File: src/rtl/control_sequencer_if.sv
// control_sequencer_if
//   Bundles the control sequencer's datapath/memory handshake signals.
//   master : the sequencer (drives strobes, consumes halt/mem_ready/opcode)
//   slave  : the datapath / memory side
// Signals
//   halt, mem_ready, opcode[6:0]            datapath -> sequencer
//   mem_req, mem_we, addr_sel, ir_load,
//   decoder_enable, reg_enable, reg_we,
//   alu_enable, pc_enable, halted, fault,
//   state[2:0]                              sequencer -> datapath
//   cycle_count, instret_count [CNT_W-1:0]  only when CTRL_PERF_CNT_EN is defined
interface control_sequencer_if
`ifdef CTRL_PERF_CNT_EN
    #(parameter int CNT_W = 32)
`endif
    ;
    logic       halt;
    logic       mem_ready;
    logic [6:0] opcode;
    logic       mem_req;
    logic       mem_we;
    logic       addr_sel;
    logic       ir_load;
    logic       decoder_enable;
    logic       reg_enable;
    logic       reg_we;
    logic       alu_enable;
    logic       pc_enable;
    logic       halted;
    logic       fault;
    logic [2:0] state;
`ifdef CTRL_PERF_CNT_EN
    logic [CNT_W-1:0] cycle_count;
    logic [CNT_W-1:0] instret_count;

    modport master (
        input  halt, mem_ready, opcode,
        output mem_req, mem_we, addr_sel, ir_load, decoder_enable, reg_enable,
               reg_we, alu_enable, pc_enable, halted, fault, state,
               cycle_count, instret_count
    );
    modport slave (
        output halt, mem_ready, opcode,
        input  mem_req, mem_we, addr_sel, ir_load, decoder_enable, reg_enable,
               reg_we, alu_enable, pc_enable, halted, fault, state,
               cycle_count, instret_count
    );
`else
    modport master (
        input  halt, mem_ready, opcode,
        output mem_req, mem_we, addr_sel, ir_load, decoder_enable, reg_enable,
               reg_we, alu_enable, pc_enable, halted, fault, state
    );
    modport slave (
        output halt, mem_ready, opcode,
        input  mem_req, mem_we, addr_sel, ir_load, decoder_enable, reg_enable,
               reg_we, alu_enable, pc_enable, halted, fault, state
    );
`endif
endinterface

File: src/rtl/control_sequencer.sv
// control_sequencer
//   Multi-cycle FSM sequencing the CPU datapath: FETCH/DECODE/EXECUTE/MEM/
//   WRITEBACK per instruction with a req/ready memory handshake, plus halt,
//   illegal-opcode and memory-timeout handling.
// Ports
//   clock  : system clock, all state changes on posedge
//   reset  : synchronous active-low reset
//   bus    : control_sequencer_if.master (halt/mem_ready/opcode in, unit
//            enables, address select, status and debug state out)
// Parameters
//   MEM_TIMEOUT : consecutive non-ready FETCH/MEM cycles before FAULT (0 = never)
//   CNT_W       : performance counter width
// Configuration
//   CTRL_PERF_CNT_EN : when defined, adds cycle_count / instret_count outputs.
module control_sequencer #(
    parameter int MEM_TIMEOUT = 255,
    parameter int CNT_W       = 32
) (
    input  logic                clock,
    input  logic                reset,
    control_sequencer_if.master bus
);
    typedef enum logic [2:0] {
        S_IDLE      = 3'd0,
        S_FETCH     = 3'd1,
        S_DECODE    = 3'd2,
        S_EXECUTE   = 3'd3,
        S_MEM       = 3'd4,
        S_WRITEBACK = 3'd5,
        S_HALTED    = 3'd6,
        S_FAULT     = 3'd7
    } state_t;

    localparam logic [6:0] OPC_OP    = 7'b0110011;
    localparam logic [6:0] OPC_IMM   = 7'b0010011;
    localparam logic [6:0] OPC_LOAD  = 7'b0000011;
    localparam logic [6:0] OPC_STORE = 7'b0100011;

    // Counter just wide enough to hold MEM_TIMEOUT; 1 bit when timeout is off.
    localparam int TW = (MEM_TIMEOUT > 0) ? $clog2(MEM_TIMEOUT + 1) : 1;
    localparam logic [TW-1:0] TMO_LAST = TW'((MEM_TIMEOUT > 0) ? MEM_TIMEOUT - 1 : 0);

    if (CNT_W < 1 || MEM_TIMEOUT < 0) begin : g_param_chk
        $error("control_sequencer: CNT_W must be >= 1 and MEM_TIMEOUT >= 0");
    end

    state_t        state_q, state_d;
    logic [TW-1:0] tmo_cnt;
    logic          waiting, tmo_hit, retire;
    logic          is_alu_op, is_load, is_store, is_legal;
    logic          mem_req, mem_we, addr_sel, ir_load, dec_en, reg_en, reg_we;
    logic          alu_en, pc_en, halted, fault;

    assign is_alu_op = (bus.opcode == OPC_OP) || (bus.opcode == OPC_IMM);
    assign is_load   = (bus.opcode == OPC_LOAD);
    assign is_store  = (bus.opcode == OPC_STORE);
    assign is_legal  = is_alu_op || is_load || is_store;

    assign waiting = ((state_q == S_FETCH) || (state_q == S_MEM)) && !bus.mem_ready;
    // Fires on the MEM_TIMEOUT-th consecutive non-ready cycle.
    assign tmo_hit = (MEM_TIMEOUT != 0) && waiting && (tmo_cnt == TMO_LAST);

    always_comb begin
        state_d  = state_q;
        mem_req  = 1'b0;
        mem_we   = 1'b0;
        addr_sel = 1'b0;
        ir_load  = 1'b0;
        dec_en   = 1'b0;
        reg_en   = 1'b0;
        reg_we   = 1'b0;
        alu_en   = 1'b0;
        retire   = 1'b0;
        halted   = 1'b0;
        fault    = 1'b0;
        case (state_q)
            S_IDLE: state_d = bus.halt ? S_HALTED : S_FETCH;
            S_FETCH: begin
                mem_req = 1'b1;
                if (bus.mem_ready) begin
                    ir_load = 1'b1;
                    state_d = S_DECODE;
                end else if (tmo_hit) begin
                    state_d = S_FAULT;
                end
            end
            S_DECODE: begin
                dec_en  = 1'b1;
                reg_en  = 1'b1;
                state_d = is_legal ? S_EXECUTE : S_FAULT;
            end
            S_EXECUTE: begin
                alu_en = 1'b1;
                reg_en = 1'b1;
                if (is_alu_op)                 state_d = S_WRITEBACK;
                else if (is_load || is_store)  state_d = S_MEM;
                else                           state_d = S_FAULT;
            end
            S_MEM: begin
                mem_req  = 1'b1;
                addr_sel = 1'b1;
                mem_we   = is_store;
                alu_en   = 1'b1;      // keeps the effective address on the bus
                if (bus.mem_ready) begin
                    if (is_store) retire  = 1'b1;
                    else          state_d = S_WRITEBACK;
                end else if (tmo_hit) begin
                    state_d = S_FAULT;
                end
            end
            S_WRITEBACK: begin
                reg_en = 1'b1;
                reg_we = 1'b1;
                retire = 1'b1;
            end
            S_HALTED: begin
                halted = 1'b1;
                if (!bus.halt) state_d = S_FETCH;
            end
            S_FAULT: fault = 1'b1;
            default: state_d = S_FAULT;
        endcase
        // Halt is only honoured at an instruction boundary.
        if (retire) state_d = bus.halt ? S_HALTED : S_FETCH;
        pc_en = retire;
    end

    always_ff @(posedge clock) begin
        if (!reset) begin
            state_q <= S_IDLE;
            tmo_cnt <= '0;
        end else begin
            state_q <= state_d;
            // Any state change (including MEM -> FETCH on store retire) starts a fresh wait window.
            if (state_d != state_q)
                tmo_cnt <= '0;
            else if (waiting && (MEM_TIMEOUT != 0))
                tmo_cnt <= tmo_cnt + 1'b1;
        end
    end

    assign bus.mem_req        = mem_req;
    assign bus.mem_we         = mem_we;
    assign bus.addr_sel       = addr_sel;
    assign bus.ir_load        = ir_load;
    assign bus.decoder_enable = dec_en;
    assign bus.reg_enable     = reg_en;
    assign bus.reg_we         = reg_we;
    assign bus.alu_enable     = alu_en;
    assign bus.pc_enable      = pc_en;
    assign bus.halted         = halted;
    assign bus.fault          = fault;
    assign bus.state          = state_q;

`ifdef CTRL_PERF_CNT_EN
    logic [CNT_W-1:0] cyc_cnt, ret_cnt;

    always_ff @(posedge clock) begin
        if (!reset) begin
            cyc_cnt <= '0;
            ret_cnt <= '0;
        end else begin
            if (state_q >= S_FETCH && state_q <= S_WRITEBACK) cyc_cnt <= cyc_cnt + 1'b1;
            if (pc_en)                                        ret_cnt <= ret_cnt + 1'b1;
        end
    end

    assign bus.cycle_count   = cyc_cnt;
    assign bus.instret_count = ret_cnt;
`endif
endmodule

File: src/flat_wrapper.sv
// flat-port wrapper written by rule: the top's interface ports become plain ports
module control_sequencer_flat 
#(
    parameter int MEM_TIMEOUT = 255,
    parameter int CNT_W       = 32
)
  (clock, reset, bus_halt, bus_mem_ready, bus_opcode, bus_mem_req, bus_mem_we, bus_addr_sel, bus_ir_load, bus_decoder_enable, bus_reg_enable, bus_reg_we, bus_alu_enable, bus_pc_enable, bus_halted, bus_fault, bus_state);
  control_sequencer_if bus_i ();
  input  logic clock;
  input  logic reset;
  input wire logic [$bits(bus_i.halt)-1:0] bus_halt;
  input wire logic [$bits(bus_i.mem_ready)-1:0] bus_mem_ready;
  input wire logic [$bits(bus_i.opcode)-1:0] bus_opcode;
  output wire logic [$bits(bus_i.mem_req)-1:0] bus_mem_req;
  output wire logic [$bits(bus_i.mem_we)-1:0] bus_mem_we;
  output wire logic [$bits(bus_i.addr_sel)-1:0] bus_addr_sel;
  output wire logic [$bits(bus_i.ir_load)-1:0] bus_ir_load;
  output wire logic [$bits(bus_i.decoder_enable)-1:0] bus_decoder_enable;
  output wire logic [$bits(bus_i.reg_enable)-1:0] bus_reg_enable;
  output wire logic [$bits(bus_i.reg_we)-1:0] bus_reg_we;
  output wire logic [$bits(bus_i.alu_enable)-1:0] bus_alu_enable;
  output wire logic [$bits(bus_i.pc_enable)-1:0] bus_pc_enable;
  output wire logic [$bits(bus_i.halted)-1:0] bus_halted;
  output wire logic [$bits(bus_i.fault)-1:0] bus_fault;
  output wire logic [$bits(bus_i.state)-1:0] bus_state;
  assign bus_i.halt = bus_halt;
  assign bus_i.mem_ready = bus_mem_ready;
  assign bus_i.opcode = bus_opcode;
  assign bus_mem_req = bus_i.mem_req;
  assign bus_mem_we = bus_i.mem_we;
  assign bus_addr_sel = bus_i.addr_sel;
  assign bus_ir_load = bus_i.ir_load;
  assign bus_decoder_enable = bus_i.decoder_enable;
  assign bus_reg_enable = bus_i.reg_enable;
  assign bus_reg_we = bus_i.reg_we;
  assign bus_alu_enable = bus_i.alu_enable;
  assign bus_pc_enable = bus_i.pc_enable;
  assign bus_halted = bus_i.halted;
  assign bus_fault = bus_i.fault;
  assign bus_state = bus_i.state;
  control_sequencer #(.MEM_TIMEOUT(MEM_TIMEOUT), .CNT_W(CNT_W)) u_core (.clock(clock), .reset(reset), .bus(bus_i));
endmodule
File: config.mk
export PLATFORM = sky130hd
export DESIGN_NAME = control_sequencer_flat
export DESIGN_NICKNAME = d
export VERILOG_FILES = /design/src/rtl/control_sequencer_if.sv /design/src/rtl/control_sequencer.sv /design/src/flat_wrapper.sv
export SDC_FILE = /design/constraint.sdc
export NUM_CORES = 1
export LEC_CHECK = 0
export ABC_AREA = 1
export CAP_MARGIN = 40
export CORE_MARGIN = 4
export CORE_UTILIZATION = 35
export CTS_BUF_LIST = sky130_fd_sc_hd__clkbuf_2
export DETAILED_ROUTE_END_ITERATION = 12
export GPL_ROUTABILITY_DRIVEN = 0
export GPL_TIMING_DRIVEN = 0
export PLACE_DENSITY_LB_ADDON = 0.1
export SLEW_MARGIN = 20
export SYNTH_ARGS = -nofsm -noshare
export SYNTH_HDL_FRONTEND = slang
export SYNTH_SLANG_ARGS = --single-unit
File: constraint.sdc
create_clock -name clock -period 2.1 [get_ports clock]
set_input_delay 0.42 -clock clock [delete_from_list [all_inputs] [get_ports clock]]
set_output_delay 0.42 -clock clock [all_outputs]
set_load 0.01 [all_outputs]
# == Word-level counts from Yosys, hierarchy flattened ==
# Cells that the tools add are included.
# Widths: inputs -> output; s select.
# word_totals
rom_bits,0
out_inout_bits,14
ff_bits,11
ramBits,0
n_memories,0
latchBits,0
# op_classes
eq_ne,13
n_mux,25
shifts,0
n_mul,0
bitwise_logic,1
div_mod_pow,0
n_reduce_logical,13
addsub,1
order_cmp,0
# ops
op,n
$mux 3,9
$pmux 3 s6,1
$eq 7x6->1 const B,2
$mux 1,13
$eq 3x3->1 const B,4
$add 8x1->8 const B,1
$eq 8x8->1 const B,1
$eq 7x2->1 const B,1
$eq 7x5->1 const B,1
$eq 3x2->1 const B,2
$reduce_or 2->1,3
$logic_or 1x1->1,5
$eq 3x1->1 const B,1
$logic_not 3->1,1
$ne 3x3->1,1
$reduce_or 3->1,1
$logic_and 1x1->1,2
$mux 2,1
$pmux 1 s2,1
$logic_not 1->1,1
$not 1->1,1

# == Depth between registers and ports, before layout ==
# depth
word_depth,10
mapped_depth,15
ltp_nobuf,14

# == Worst setup path before layout ==
# Ideal clock, no wire load.
# synth_timing
kind,register -> register
start,register u_core.state_q[0] (netlist: u_core.bus.state[0])
end,register u_core.tmo_cnt[1]
setup_ps,122
slack_ps,427
path_stages_with_launch,12
arrival_time_ps,1551
cell_sequence,dfxtp_1 -> buf_2 -> inv_4 -> nor2_2 -> o21bai_4 -> nand2_4 -> nand2_2 -> nand2_1 -> nand2_1 -> nor2_4 -> nand2_4 -> nor3_2
# synth_lines
element,line,source
"start, declared",control_sequencer.sv:47,"state_t state_q, state_d;"
"start signal, assigned",control_sequencer.sv:133,state_q <= state_d;
$eq 3x3->1,control_sequencer.sv:76,case (state_q)
$pmux 1 s2 (*),control_sequencer.sv:76,
named net bus_pc_enable,flat_wrapper.sv:22,output wire logic [$bits(bus_i.pc_enable)-1:0] bus_pc_enable;
$mux 3 (*),control_sequencer.sv:124,if (retire) state_d = bus.halt ? S_HALTED : S_FETCH;
$ne 3x3->1 (*),control_sequencer.sv:135,if (state_d != state_q)
$reduce_or 2->1 (no line) (*),-,
"end signal, assigned",control_sequencer.sv:138,tmo_cnt <= tmo_cnt + 1'b1;
"end, declared",control_sequencer.sv:48,logic [TW-1:0] tmo_cnt;
# The timed path passes the listed nets; every way through them passes the cells marked *.
# A chain may end at the register's enable or synchronous reset.

# == Final worst setup path ==
# layout_timing
start,register u_core.state_q[1] (netlist: u_core.bus.state[1])
end,output bus_alu_enable
# layout_between
elab_chain_len,3
# layout_lines
element,line,source
$eq 3x2->1 / $eq 3x3->1 (equally long branches),control_sequencer.sv:76,
$reduce_or 2->1 (no line) (*),-,
$mux 1 (*),control_sequencer.sv:76,
"end, declared",flat_wrapper.sv:21,output wire logic [$bits(bus_i.alu_enable)-1:0] bus_alu_enable;
# Mark *: on every way between the ends. The rest lies on a longest branch, timed or not.

==> impl_metrics.toml <==
[logic_synthesis]
netlist_instances = 150
yosys.area_share.simple_pct = 51.2
ys.flop_type = "dfxtp_1"
synth_top_family_by_area = "simple AND/OR/NAND/NOR gates"
synth_fp_nets = 163
synth_commonest_cells = "nand2_1 (38), inv_1 (18), nor2_1 (15), dfxtp_1 (11), nand3_1 (11)"
synth-compound-area-share_pct = 6.85
synthAdderAreaFrac_pct = 2.45
post-synth-top-count-cell = "nand2_1"
ys_ff_latch = 11
yosysWarnings = 0
synth_area_leaders = "dfxtp_1 (22%), nand2_1 (14%), nor3_2 (7.8%)"
yosysUniqueCellTypes = 29
seq_area_frac_synth_pct = 21.5
synth-edff-count = 0
netlist_area_sq_mm = 0.00102
synth_area_leader_cell = "dfxtp_1"
avgSynthCellArea_sq_um = 6.81
async_flop_share_pct = 0
muxShareOfSynthArea_pct = 0
synth_xor_xnor_area_share_pct = 6.00
yosysTopAreaCellShare_pct = 21.5

[clock_tree]
clockBufferDepth = 2
cts_tree = "yes"
htree_levels = 1
cts_buffers = 3
path_clk_slew_ns = 0.11
cts_root_buf = "clkbuf_2"
cts.sinks = 11
clock_latency_ns = 0.26
post_cts_buffers = 0
hold_buffers = 0

[critical_path]
r2r-end = "u_core.tmo_cnt[1]"
crit_start = "u_core.bus.state[1]"
slowest_stage = "dfxtp_2"
arrival_ns = 1.56
cp-start-kind = "flop"
critPathMaxFanout = 8
cp.required_ns = 1.68
cp-end-kind = "output port"
path_cells = "buf_6, inv_4, nand3_4, inv_1, or2_2, dlygate4sd2_1"
slowest_delay_ns = 0.35
reg2reg_depth = 13
worstSetupPathType = "reg -> out"
r2r_slack_ns = 0.45
r2r-start = "u_core.bus.state[1]"

[worst_hold_path]
hold_end = "u_core.tmo_cnt[4]"
min_path_cells = 3
worstHoldStart = "u_core.tmo_cnt[4]"
hp-class = "reg -> reg"

[detailed_routing]
drc_errors = 0
vias = 961
ant_nets = 0
drt-pass1-iter-count = 2
vias_per_cell = 4.60
wl_per_cell_microns = 11.1
drt-total-wl_mm = 2.33
drt_iter0_markers = 27

[pwr]
p_per_area_mw_per_mm2 = 1190
ir_worst_vdd_v = 0.000893
power_leakage_nw = 0.668

[floorplanning]
die_x_microns = 62.0
core_area_sq_mm = 0.00278
row_count = 19
die-area_sq_mm = 0.00385
start_util_pct = 36.8
io_pins = 25
die_h_microns = 62.0

[placement]
io_buffers = 24
place_area_sq_mm = 0.00130
hpwlAfterDp_mm = 1.87

[global_route]
grt_antenna_before_repair = 0
grt_pass1_wl_mm = 4.11
overflow = 0
grt_max_degree = 11
grt_use_total_pct = 14.1
grt_pass1_vias = 958

[timing]
finalSetupViolations = 0
drv_slew = 0
rsz0062_at_grt = "false"
hold_viol_final = 0
post-route-period-util_pct = 94.5
layout_min_cycle_time_ns = 1.98
worst_pin_slew_ns = 0.302
relSlewSlack_pct = 79.9
max_freq_mhz = 504
skew_ns = 0.00576

[final_layout]
final_cell_area_sq_mm = 0.00135
diodes = 0
area_growth_pct = 31.8
fillers = 297
final_util_pct = 48.4
layout.nets = 192
layout-drive-gt1-share_pct = 26.4

[run_status]
status = "finished, final reports clean"

[flow_run]
cap_violations = 0
## state kept, by name, indices dropped and copies added (netlist names)
register,flops
u_core.tmo_cnt,8
u_core.bus.state,3
## placed cells by master, fill, tap and decap left out
cell type        synthesis  final
nand2_1                 38     37
inv_1                   18     18
clkdlybuf4s50_1          0     16
nor2_1                  15     14
nand3_1                 11     11
nor3_2                   8      9
dfxtp_1                 11      9
nand2_2                  6      7
clkbuf_2                 0      5
xnor2_1                  4      4
dlygate4sd2_1            0      4
buf_6                    2      3
inv_2                    3      3
nand3_2                  3      3
nor2_2                   3      3
nor2_4                   2      3
nand2_4                  3      3
a21oi_1                  3      3
xor2_1                   3      3
dlymetal6s2s_1           0      3
nand4_1                  2      2
ha_1                     2      2
inv_6                    0      1
inv_4                    2      1
nand3_4                  1      1
o21bai_4                 1      1
o21bai_1                 1      1
nor3_1                   2      1
or2_2                    1      1
a21oi_4                  1      1
clkinv_1                 1      1
o31ai_1                  1      1
o21ai_0                  1      1
dfxtp_2                  0      1
dfxtp_4                  0      1
## per-stage QoR
step	power, mW	std cells	setup TNS [ns]	setup WS [ns]	hold slack (ns)
CTS	1.63	209	0	0.0196	0.602
global route	1.78	209	0	0.00351	0.631
global placement	1.47	205	-0.971	-0.320	0.577
detailed placement	1.50	205	-1.33	-0.341	0.579
finish	1.60	209	0	0.115	0.593
floorplan	1.12	150	0	0.427	0.546
## logic make-up (layout without fill, tap and decap cells)
| kind of cell | after synthesis | count (layout) |
|---|---|---|
| fa+ha+maj | 2 | 2 |
| simple gates | 95 | 95 |
| xor+xnor | 7 | 7 |
| buf+inv | 27 | 55 |
| compound gates | 8 | 8 |
| flops | 11 | 11 |
## where the power goes
group / internal [mW] / leakage (nW) / switching [mW]
clock: 0.0506 / 0.0166 / 0.0714
combinational: 0.460 / 0.562 / 0.742
sequential: 0.247 / 0.0903 / 0.0281
total: 0.758 / 0.668 / 0.842
## critical path: cells and delay by family (launching register included)
family	cells	cell delay, ns
buf+inv	4	0.56
flops	1	0.35
simple gates	2	0.40
## layout make-up
cell class | count | area, sq um | area share, %
Inverter | 24 | 97.6 | 7.24
Clock buffer | 4 | 20.0 | 1.49
Multi-Input combinational cell | 112 | 694 | 51.5
Buffer | 3 | 33.8 | 2.51
Sequential cell | 11 | 225 | 16.7
Timing Repair Buffer | 24 | 238 | 17.6
Tap cell | 31 | 38.8 | 2.88
## worst max-delay path by stage
stage                        endpoint  slack, ns  cells past startpoint
floorplan           u_core.tmo_cnt[1]       0.43                     11
global placement        bus_pc_enable      -0.32                      4
detailed placement      bus_pc_enable      -0.34                      6
CTS                     bus_pc_enable       0.02                      6
global route              bus_ir_load      0.004                      5
finish                 bus_alu_enable       0.12                      6
## per-layer routing
layer	wire length, microns	part of all wire, %	global-route usage (%)
met5	0	0	0
met4	0	0	2.73
met3	111	4.8	3.72
met2	1180	51	24.4
met1	1030	44	17.5
## repair_timing
| item | in CTS | in global routing |
|---|---|---|
| endpoints found under the hold margin | 0 | 0 |
| setup endpoints to repair | 6 | 8 |
| gates resized for setup | 12 | 8 |
| gates cloned | 0 | 0 |
Note: power is estimated with default switching activity, not from simulation.
